## src/rtl/uart_pkg.sv

```systemverilog
// ---------------------------------------------------------------------------
// uart_pkg
// Shared definitions for the UART transmitter slice:
//   - parity mode encodings (PAR_NONE / PAR_ODD / PAR_EVEN)
//   - transmitter FSM state encoding
//   - calc_div   : clocks per bit, rounded to nearest
//   - cnt_width  : width of a counter that must reach DIV-1
//   - parity_bit : parity bit for a payload word (zero-extended to 9 bits)
// ---------------------------------------------------------------------------
package uart_pkg;

    localparam logic [1:0] PAR_NONE = 2'd0;
    localparam logic [1:0] PAR_ODD  = 2'd1;
    localparam logic [1:0] PAR_EVEN = 2'd2;

    // Widest legal payload; narrower words are zero-extended for parity.
    localparam int MAX_DATA_BITS = 9;

    typedef enum logic [2:0] {
        ST_IDLE   = 3'd0,
        ST_START  = 3'd1,
        ST_DATA   = 3'd2,
        ST_PARITY = 3'd3,
        ST_STOP   = 3'd4
    } tx_state_e;

    // Clocks per bit, rounded to the nearest integer.
    function automatic int calc_div(input longint clk_hz, input longint baud);
        return int'((clk_hz + baud / 64'sd2) / baud);
    endfunction

    // Counter width able to hold 0..div-1 (never less than one bit).
    function automatic int cnt_width(input int div);
        return (div > 32'sd1) ? $clog2(div) : 32'sd1;
    endfunction

    // Leading zeros from zero-extension do not change the XOR reduction.
    function automatic logic parity_bit(input logic [MAX_DATA_BITS-1:0] data,
                                        input logic [1:0]               mode);
        logic p;
        case (mode)
            PAR_ODD:  p = ~^data;
            PAR_EVEN: p = ^data;
            default:  p = 1'b0;
        endcase
        return p;
    endfunction

endpackage

```

## src/rtl/sync_fifo.sv

```systemverilog
// ---------------------------------------------------------------------------
// sync_fifo
// Single-clock FIFO with registered status flags.
//   clk, reset   : rising-edge clock, synchronous active-high reset
//   wr_en/wr_data: push; accepted only if full was low before the edge
//   rd_en/rd_data: pop; rd_data always shows the head word
//   full, empty, count : occupancy (registered)
//   overflow     : sticky, set when a push arrives while full
// DEPTH must be a power of two so the pointers wrap naturally.
// ---------------------------------------------------------------------------
module sync_fifo #(
    parameter  int WIDTH = 8,
    parameter  int DEPTH = 16,
    localparam int AW    = $clog2(DEPTH),
    localparam int CW    = AW + 1
) (
    input  logic             clk,
    input  logic             reset,
    input  logic             wr_en,
    input  logic [WIDTH-1:0] wr_data,
    input  logic             rd_en,
    output logic [WIDTH-1:0] rd_data,
    output logic             full,
    output logic             empty,
    output logic [CW-1:0]    count,
    output logic             overflow
);

    localparam logic [AW-1:0] PTR_ONE   = AW'(1'b1);
    localparam logic [CW-1:0] CNT_ONE   = CW'(1'b1);
    localparam logic [CW-1:0] CNT_DEPTH = CW'(DEPTH);
    localparam logic [CW-1:0] CNT_ZERO  = {CW{1'b0}};

    logic [WIDTH-1:0] mem_q [DEPTH];
    logic [AW-1:0]    wr_ptr_q, wr_ptr_d;
    logic [AW-1:0]    rd_ptr_q, rd_ptr_d;
    logic [CW-1:0]    count_q, count_d;
    logic             full_q, full_d;
    logic             empty_q, empty_d;
    logic             ovf_q, ovf_d;
    logic             wr_acc_s, rd_acc_s;

    // Next-state for pointers, occupancy and flags.
    always_comb begin
        // A push is judged against the pre-edge full flag, so a pop in the
        // same cycle never rescues a push into a full FIFO.
        wr_acc_s = wr_en & ~full_q;
        rd_acc_s = rd_en & ~empty_q;

        if (wr_acc_s) begin
            wr_ptr_d = wr_ptr_q + PTR_ONE;
        end else begin
            wr_ptr_d = wr_ptr_q;
        end

        if (rd_acc_s) begin
            rd_ptr_d = rd_ptr_q + PTR_ONE;
        end else begin
            rd_ptr_d = rd_ptr_q;
        end

        case ({wr_acc_s, rd_acc_s})
            2'b10:   count_d = count_q + CNT_ONE;
            2'b01:   count_d = count_q - CNT_ONE;
            default: count_d = count_q;
        endcase

        full_d  = (count_d == CNT_DEPTH);
        empty_d = (count_d == CNT_ZERO);
        ovf_d   = ovf_q | (wr_en & full_q);
    end

    // Control and status registers.
    always_ff @(posedge clk) begin
        if (reset) begin
            wr_ptr_q <= {AW{1'b0}};
            rd_ptr_q <= {AW{1'b0}};
            count_q  <= CNT_ZERO;
            full_q   <= 1'b0;
            empty_q  <= 1'b1;
            ovf_q    <= 1'b0;
        end else begin
            wr_ptr_q <= wr_ptr_d;
            rd_ptr_q <= rd_ptr_d;
            count_q  <= count_d;
            full_q   <= full_d;
            empty_q  <= empty_d;
            ovf_q    <= ovf_d;
        end
    end

    // Storage array; contents need no reset because empty gates every read.
    always_ff @(posedge clk) begin
        if (wr_acc_s) begin
            mem_q[wr_ptr_q] <= wr_data;
        end
    end

    assign rd_data  = mem_q[rd_ptr_q];
    assign full     = full_q;
    assign empty    = empty_q;
    assign count    = count_q;
    assign overflow = ovf_q;

endmodule

```

## src/rtl/uart_tx_fifo.sv

```systemverilog
// ---------------------------------------------------------------------------
// uart_tx_fifo
// UART transmitter with internal baud generator and TX FIFO. Queued words
// are sent back-to-back: start bit, DATA_BITS payload (LSB first), optional
// parity bit, STOP_BITS stop bits; every bit lasts DIV clocks.
//   Clk, Reset : rising-edge clock, synchronous active-high reset
//   Wr_en, Data_in : single-cycle push of one word
//   Full, Empty, Count, Overflow : FIFO status (Overflow is sticky)
//   Tx     : serial line, idle high, registered
//   Busy   : transmitter not idle
//   TxDone : one-cycle pulse after the last stop bit of each frame
//   Tick   : one-cycle pulse in the last clock of every bit
// ---------------------------------------------------------------------------
module uart_tx_fifo
    import uart_pkg::*;
#(
    parameter int CLK_FREQ   = 50000000,
    parameter int BAUD_RATE  = 115200,
    parameter int DATA_BITS  = 8,
    parameter int PARITY     = 0,
    parameter int STOP_BITS  = 1,
    parameter int FIFO_DEPTH = 16
) (
    input  logic                          Clk,
    input  logic                          Reset,
    input  logic                          Wr_en,
    input  logic [DATA_BITS-1:0]          Data_in,
    output logic                          Full,
    output logic                          Empty,
    output logic [$clog2(FIFO_DEPTH):0]   Count,
    output logic                          Overflow,
    output logic                          Tx,
    output logic                          Busy,
    output logic                          TxDone,
    output logic                          Tick
);

    localparam int DIV   = calc_div(longint'(CLK_FREQ), longint'(BAUD_RATE));
    localparam int CNT_W = cnt_width(DIV);
    localparam int IDX_W = $clog2(DATA_BITS);

    localparam logic [CNT_W-1:0] CNT_MAX   = CNT_W'(DIV - 1);
    localparam logic [CNT_W-1:0] CNT_ONE   = CNT_W'(1'b1);
    localparam logic [CNT_W-1:0] CNT_ZERO  = {CNT_W{1'b0}};
    localparam logic [IDX_W-1:0] IDX_LAST  = IDX_W'(DATA_BITS - 1);
    localparam logic [IDX_W-1:0] IDX_ONE   = IDX_W'(1'b1);
    localparam logic [1:0]       PAR_MODE  = 2'(PARITY);
    localparam logic             STOP_LAST = 1'(STOP_BITS - 1);

    // Parameter legality is checked at elaboration.
    if (DIV < 2) begin : g_bad_div
        $error("uart_tx_fifo: clocks per bit must be at least 2");
    end
    if (DATA_BITS < 5 || DATA_BITS > 9) begin : g_bad_data_bits
        $error("uart_tx_fifo: DATA_BITS must be 5..9");
    end
    if (PARITY < 0 || PARITY > 2) begin : g_bad_parity
        $error("uart_tx_fifo: PARITY must be 0, 1 or 2");
    end
    if (STOP_BITS < 1 || STOP_BITS > 2) begin : g_bad_stop_bits
        $error("uart_tx_fifo: STOP_BITS must be 1 or 2");
    end
    if (FIFO_DEPTH < 2 || (FIFO_DEPTH & (FIFO_DEPTH - 1)) != 0) begin : g_bad_depth
        $error("uart_tx_fifo: FIFO_DEPTH must be a power of two >= 2");
    end

    tx_state_e            state_q, state_d;
    logic                 tx_q, tx_d;
    logic [DATA_BITS-1:0] shift_q, shift_d;
    logic [IDX_W-1:0]     idx_q, idx_d;
    logic                 par_q, par_d;
    logic                 stop_q, stop_d;
    logic [CNT_W-1:0]     cnt_q, cnt_d;
    logic                 tick_q, tick_d;
    logic                 busy_q, busy_d;
    logic                 done_q, done_d;
    logic                 pop_s;
    logic [DATA_BITS-1:0] fifo_data_s;

    sync_fifo #(
        .WIDTH (DATA_BITS),
        .DEPTH (FIFO_DEPTH)
    ) u_fifo (
        .clk      (Clk),
        .reset    (Reset),
        .wr_en    (Wr_en),
        .wr_data  (Data_in),
        .rd_en    (pop_s),
        .rd_data  (fifo_data_s),
        .full     (Full),
        .empty    (Empty),
        .count    (Count),
        .overflow (Overflow)
    );

    // Frame sequencing: next state, line level, shift register and pops.
    always_comb begin
        state_d = state_q;
        tx_d    = tx_q;
        shift_d = shift_q;
        idx_d   = idx_q;
        par_d   = par_q;
        stop_d  = stop_q;
        pop_s   = 1'b0;
        done_d  = 1'b0;

        case (state_q)
            ST_IDLE: begin
                if (!Empty) begin
                    pop_s   = 1'b1;
                    shift_d = fifo_data_s;
                    idx_d   = {IDX_W{1'b0}};
                    par_d   = parity_bit(MAX_DATA_BITS'(fifo_data_s), PAR_MODE);
                    tx_d    = 1'b0;
                    state_d = ST_START;
                end else begin
                    tx_d = 1'b1;
                end
            end
            ST_START: begin
                // Shift right so bit 0 always holds the next payload bit.
                if (tick_q) begin
                    tx_d    = shift_q[0];
                    shift_d = {1'b0, shift_q[DATA_BITS-1:1]};
                    state_d = ST_DATA;
                end else begin
                    state_d = ST_START;
                end
            end
            ST_DATA: begin
                if (tick_q) begin
                    if (idx_q != IDX_LAST) begin
                        idx_d   = idx_q + IDX_ONE;
                        tx_d    = shift_q[0];
                        shift_d = {1'b0, shift_q[DATA_BITS-1:1]};
                    end else if (PAR_MODE != PAR_NONE) begin
                        tx_d    = par_q;
                        state_d = ST_PARITY;
                    end else begin
                        tx_d    = 1'b1;
                        stop_d  = 1'b0;
                        state_d = ST_STOP;
                    end
                end else begin
                    state_d = ST_DATA;
                end
            end
            ST_PARITY: begin
                if (tick_q) begin
                    tx_d    = 1'b1;
                    stop_d  = 1'b0;
                    state_d = ST_STOP;
                end else begin
                    state_d = ST_PARITY;
                end
            end
            ST_STOP: begin
                if (tick_q) begin
                    if (stop_q != STOP_LAST) begin
                        stop_d = 1'b1;
                    end else begin
                        done_d = 1'b1;
                        // Chain straight into the next start bit when data waits.
                        if (!Empty) begin
                            pop_s   = 1'b1;
                            shift_d = fifo_data_s;
                            idx_d   = {IDX_W{1'b0}};
                            par_d   = parity_bit(MAX_DATA_BITS'(fifo_data_s), PAR_MODE);
                            tx_d    = 1'b0;
                            state_d = ST_START;
                        end else begin
                            tx_d    = 1'b1;
                            state_d = ST_IDLE;
                        end
                    end
                end else begin
                    state_d = ST_STOP;
                end
            end
            default: begin
                tx_d    = 1'b1;
                state_d = ST_IDLE;
            end
        endcase
    end

    // Baud counter; Tick and Busy are predicted from next state so they come out registered.
    always_comb begin
        if (state_q == ST_IDLE) begin
            cnt_d = CNT_ZERO;
        end else if (tick_q) begin
            cnt_d = CNT_ZERO;
        end else begin
            cnt_d = cnt_q + CNT_ONE;
        end
        tick_d = (state_d != ST_IDLE) && (cnt_d == CNT_MAX);
        busy_d = (state_d != ST_IDLE);
    end

    // Transmitter state registers.
    always_ff @(posedge Clk) begin
        if (Reset) begin
            state_q <= ST_IDLE;
            tx_q    <= 1'b1;
            shift_q <= {DATA_BITS{1'b0}};
            idx_q   <= {IDX_W{1'b0}};
            par_q   <= 1'b0;
            stop_q  <= 1'b0;
            cnt_q   <= CNT_ZERO;
            tick_q  <= 1'b0;
            busy_q  <= 1'b0;
            done_q  <= 1'b0;
        end else begin
            state_q <= state_d;
            tx_q    <= tx_d;
            shift_q <= shift_d;
            idx_q   <= idx_d;
            par_q   <= par_d;
            stop_q  <= stop_d;
            cnt_q   <= cnt_d;
            tick_q  <= tick_d;
            busy_q  <= busy_d;
            done_q  <= done_d;
        end
    end

    assign Tx     = tx_q;
    assign Busy   = busy_q;
    assign TxDone = done_q;
    assign Tick   = tick_q;

endmodule

```

## config.mk

```make
export PLATFORM = sky130hd
export DESIGN_NAME = uart_tx_fifo
export DESIGN_NICKNAME = d
export VERILOG_FILES = /design/src/rtl/uart_pkg.sv /design/src/rtl/sync_fifo.sv /design/src/rtl/uart_tx_fifo.sv
export SDC_FILE = /design/constraint.sdc
export NUM_CORES = 1
export LEC_CHECK = 0
export CORE_ASPECT_RATIO = 0.5
export CORE_MARGIN = 3
export CORE_UTILIZATION = 60
export DETAILED_ROUTE_END_ITERATION = 8
export PLACE_DENSITY = 0.82
export SLEW_MARGIN = 20
export SYNTH_ARGS = -nofsm -noshare
export SYNTH_HDL_FRONTEND = slang
export SYNTH_SLANG_ARGS = --single-unit
```

## constraint.sdc

```tcl
create_clock -name Clk -period 3.7 [get_ports Clk]
set_input_delay 0.74 -clock Clk [delete_from_list [all_inputs] [get_ports Clk]]
set_output_delay 0.74 -clock Clk [all_outputs]
set_load 0.03 [all_outputs]
```

After elaboration in Yosys (flattened, before gate mapping). Memory sizes are Yosys's and may differ from the RTL's. A register that Yosys moved wholly into a read port is not among the register bits. Index checks and enable logic that the tools add are counted.

Memory bits (writable): 128. Register bits after elaboration: 44. Input bits: 11. Word-level logic and storage cells: 106. Memories: 1.

Add/subtract/negate cells: 6. Muxes and demuxes: 48. Reduce and logical (&&, ||, !) cells: 12. Equality and inequality tests: 16. Bitwise gates (word level): 8.

Memory list: u_fifo.mem_q (depth 16, width 8, read ports 1, clocked after Yosys merged registers in 1, wr ports 1, line sync_fifo.sv:34) `logic [WIDTH-1:0] mem_q [DEPTH];`.

Operators with widths (number): $mux W8 (6); $mux W3 (11); $pmux W8 S4 (1); $mux W1 (19); $mux W9 (2); $pmux W3 S5 (1); $reduce_and A5 Y1 (3); $ne A2 B2 Y1 const B (7); $pmux W5 S2 (1); $add A9 B1 Y9 const B (1); $eq A9 B9 Y1 const B (1); $pmux W3 S3 (1); $reduce_bool A3 Y1 (3); $add A4 B1 Y4 const B (2); $mux W4 (2); $eq A3 B2 Y1 const B (2); $reduce_and A6 Y1 (1); $add A5 B1 Y5 const B (1); $eq A5 B5 Y1 const B (1); $logic_not A5 Y1 (1); $pmux W1 S5 (1); $sub A5 B1 Y5 const B (1); $not A1 Y1 (4); $reduce_bool A4 Y1 (1); other kinds (14) (16).

Logic depth before layout (Yosys ltp).
Depth in word-level cells: 8. Depth in mapped cells: 12. Depth with buffers taken out: 10.

Modules after synthesis. Synthesis repeated with hierarchy kept, for this count alone.

Cells, all modules: 462. Area, all modules: 7443.4 um^2.

By module, submodules not included: sync_fifo (times used 1, seq. area each 4244.1 um^2, cells each 306, area each 5974.5 um^2); uart_tx_fifo (times used 1, seq. area each 540.5 um^2, cells each 156, area each 1468.9 um^2).

Worst setup path before layout. Ideal clock, no wire load.

Path type: input to register. Start: input port Wr_en. End: register u_fifo.full_q (netlist: u_fifo.full). Data arrival time: 2727 ps. Stages: 12. Setup time: 91 ps. Path buffers: 2. Data required time: 3609 ps. Path slack: 881 ps. Cell sequence: nor2b_1 -> clkbuf_1 -> inv_1 -> ha_1 -> buf_2 -> xor2_1 -> ha_1 -> a21oi_1 -> xor2_1 -> nor2_1 -> mux2i_1 -> nor4bb_1.

Longest elaborated chain between the ends: 4. Elaborated cells between the ends (all ways): 5.

RTL lines: from (decl) (line uart_tx_fifo.sv:26) `input logic Wr_en,`; $and A1 B1 Y1 (*) (line sync_fifo.sv:47) `wr_acc_s = wr_en & ~full_q;`; $eq A2 B1 Y1 / $eq A2 B2 Y1 (equally long branches) (line sync_fifo.sv:62) `case ({wr_acc_s, rd_acc_s})`; $pmux W5 S2 (*) (line sync_fifo.sv:62); $eq A5 B5 Y1 (*) (line sync_fifo.sv:68) `full_d = (count_d == CNT_DEPTH);`; to (signal assigned) (line sync_fifo.sv:86) `full_q <= full_d;`; to (decl) (line sync_fifo.sv:38) `logic full_q, full_d;`.

Every way passes the cells marked *; elsewhere a longest branch is shown, timed or not. A chain may end at the register's enable or synchronous reset.

Final worst setup path.
Start: register state_q[1]. End: register u_fifo.full_q (netlist: u_fifo.full).

Longest elaborated chain between the ends: 6. Elaborated cells between the ends (all ways): 8.

RTL lines: from (decl) (line uart_tx_fifo.sv:67) `tx_state_e state_q, state_d;`; from (signal assigned) (line uart_tx_fifo.sv:214) `state_q <= state_d;`; $eq A3 B3 Y1 / $logic_not A3 Y1 (equally long branches) (line uart_tx_fifo.sv:107) `case (state_q)`; $pmux W1 S2 (*) (line uart_tx_fifo.sv:107); $and A1 B1 Y1 (*) (line sync_fifo.sv:48) `rd_acc_s = rd_en & ~empty_q;`; $eq A2 B1 Y1 / $eq A2 B2 Y1 (equally long branches) (line sync_fifo.sv:62); $pmux W5 S2 (*) (line sync_fifo.sv:62); $eq A5 B5 Y1 (*) (line sync_fifo.sv:68).

Marks and branches as above.

==> impl_metrics.json <==
{
  "outcome": "finished, final reports clean",
  "finalHoldViolations": 0,
  "nNetsFinal": 545,
  "tightest_slew_ps": 811.3,
  "grt_first_pass_wirelength_um": 22670,
  "max_slew_margin_pct": 45.84,
  "worst-setup-path-type": "flop to flop",
  "synth_commonest_cells": "edfxtp_1 (128), dfxtp_1 (47), nor2_1 (47)",
  "nFillCells": 688,
  "drt-pass1-iter-count": 5,
  "clock_latency_ps": 430,
  "postSynthCellCount": 503,
  "vias": 4270,
  "holdCritPathClass": "flop to flop",
  "finalSetupViolations": 0,
  "die_x_um": 161.5,
  "regArea_sq_um": 4786,
  "grt_remaining_overflow": 0,
  "synthesis.nets": 525,
  "grt_usage_pct": 22.16,
  "ys_ff_latch": 175,
  "critical_path_required_ps": 4030,
  "post_synth.cell_area_avg_sq_um": 14.43,
  "drive_gt1_share_pct": 12.50,
  "routabilityCongestion": 0.8729,
  "post-place-ws_ps": 446.3,
  "postCtsSetupBuffers": 0,
  "power.density_nw_per_um2": 622.1,
  "p_leak_nw": 2.674,
  "setup-tns-final_ps": 0,
  "routedWlPerCell_um": 20.10,
  "holdBufCountCts": 0,
  "ir_drop_mv": 0.3856,
  "core_area_sq_um": 11380,
  "hold_start": "shift_q[5]",
  "antenna_found_initial": 0,
  "r2r_slack_ps": 570,
  "clk_pin_slew_ps": 70,
  "htree_num_levels": 4,
  "synth_top_area_cell": "edfxtp_1",
  "grt_pass1_vias": 4247,
  "critPathArrivalTime_ps": 3460,
  "crit_start": "state_q[1]",
  "rows": 27,
  "crit_path_end_kind": "flop",
  "viasPerCell": 6.144,
  "layout_setup_ws_ps": 574.6,
  "drt_first_iter_violations": 517,
  "dieArea_sq_um": 13530,
  "clock.fmax_ghz": 0.3200,
  "io_buffers": 22,
  "routed_wl_um": 13970,
  "initial_core_util_pct": 63.75,
  "synth-main-ff-cell": "edfxtp_1",
  "cts_buffers": 17,
  "final_antenna_net_count": 0,
  "maxCapViolCount": 0,
  "clockBufferDepth": 2,
  "syn_to_final_growth_pct": 12.45,
  "fin_skew_ps": 7.681,
  "fin_crit_sh_pct": 84.47,
  "grt_max_degree": 37,
  "multi_input_area_sq_um": 2292,
  "ys_seq_area_share_pct": 65.92,
  "cts_tree": "yes",
  "synth_cell_types": 53,
  "crit_fanout": 12,
  "dpl.hpwl_um": 8743,
  "reg2reg_from": "state_q[1]",
  "clkSinkCount": 175,
  "synth_edf_count": 128,
  "synth_top_area_share_pct": 52.96,
  "post-route-util_pct": 71.69,
  "drc": 0,
  "cts-resized-gates": 0,
  "die_height_um": 83.77,
  "whs_ps": 452.2,
  "slew_viol_final": 0,
  "synth.most_common_cell": "edfxtp_1",
  "rsz0062_at_grt": "false",
  "synth_area_leaders": "edfxtp_1 (53%), dfxtp_1 (13%), mux4_2 (4.7%), mux4_1 (3.6%), nor2_1 (2.4%)",
  "fin_crit_ps": 3125,
  "yosysWarnings": 0,
  "num_io_pins": 23,
  "clockRootBuffer": "clkbuf_16",
  "synthArstFlopShare_pct": 0,
  "syn_area_sq_um": 7258,
  "start_kind": "flop",
  "diodes": 0
}
-- metal layers --
| metal | up-vias | part of all wire, % | track usage [%] |
|---|---|---|---|
| li1 | 1957 | - | - |
| met1 | 2123 | 45 | 31.65 |
| met2 | 171 | 46 | 32.95 |
| met3 | 19 | 8.3 | 6.690 |
| met4 | 0 | 1.4 | 7.182 |
| met5 | - | 0 | 0 |
-- cells in the final DEF, fill, tap and decap left out, types with 8 or more instances in the layout --
cell	n
edfxtp_1	128
nor2_1	47
dfxtp_1	46
nor2b_1	28
nand2_1	28
clkdlybuf4s50_1	22
a21oi_1	20
clkbuf_16	17
mux4_2	15
nor3_1	11
ha_1	11
buf_4	11
xor2_1	10
xnor2_1	10
mux4_1	10
nor4_1	9
or3_1	8
o211ai_1	8
-- stage by stage --
step	std cells	power, mW	cell area [sq um]
2_1_floorplan	503	3.131	7258
6_report	695	5.077	8162
5_1_grt	695	5.311	8162
3_3_place_gp	663	3.380	7595
4_1_cts	695	5.096	8162
3_5_place_dp	663	3.400	7595
-- cell type report --
cell class	instances	area share (%)
flip-flops and latches	175	58.64
clock inverters	15	1.732
well taps	159	2.438
multi-input cells	292	28.09
inverters	4	0.1840
repair buffers	33	3.710
clock buffers	17	5.212
-- power breakdown --
group          switching (mW)  total, mW  internal (mW)
sequential              0.165       2.38           2.21
clock                   0.811       1.71          0.896
combinational           0.530      0.991          0.460
-- critical path, stage by stage (launching register included) --
cell	delay, ps
dfxtp_1	430
or2_2	410
nor3_2	480
ha_1	430
xor2_1	190
ha_1	200
a21oi_1	60
xor2_1	150
nor2_1	180
mux2i_1	240
nor4bb_1	260
-- kinds of logic after synthesis --
family          after synthesis  share of synthesized area (%)
xor+xnor                     20                          2.413
compound gates               63                          6.206
mux                          32                          9.257
fa+ha+maj                    11                          1.896
buf+inv                      36                          2.499
flops                       175                          65.92
simple gates                166                          11.81
-- worst paths after layout --
kind | end | cells after the start
min reg2reg | shift_q[5] | 2
min | shift_q[5] | 2
max reg2reg | u_fifo.full | 10
max | u_fifo.full | 10
-- flip-flops by register name, indices dropped and copies added (netlist names), 3 cells and up, named ones only --
register / flops
cnt_q: 9
u_fifo.rd_ptr_q: 4
state_q: 3
idx_q: 3
u_fifo.wr_ptr_q: 4
u_fifo.count: 5
u_fifo.mem_q: 128
shift_q: 8
No activity file was read; power rests on OpenSTA's default activity.
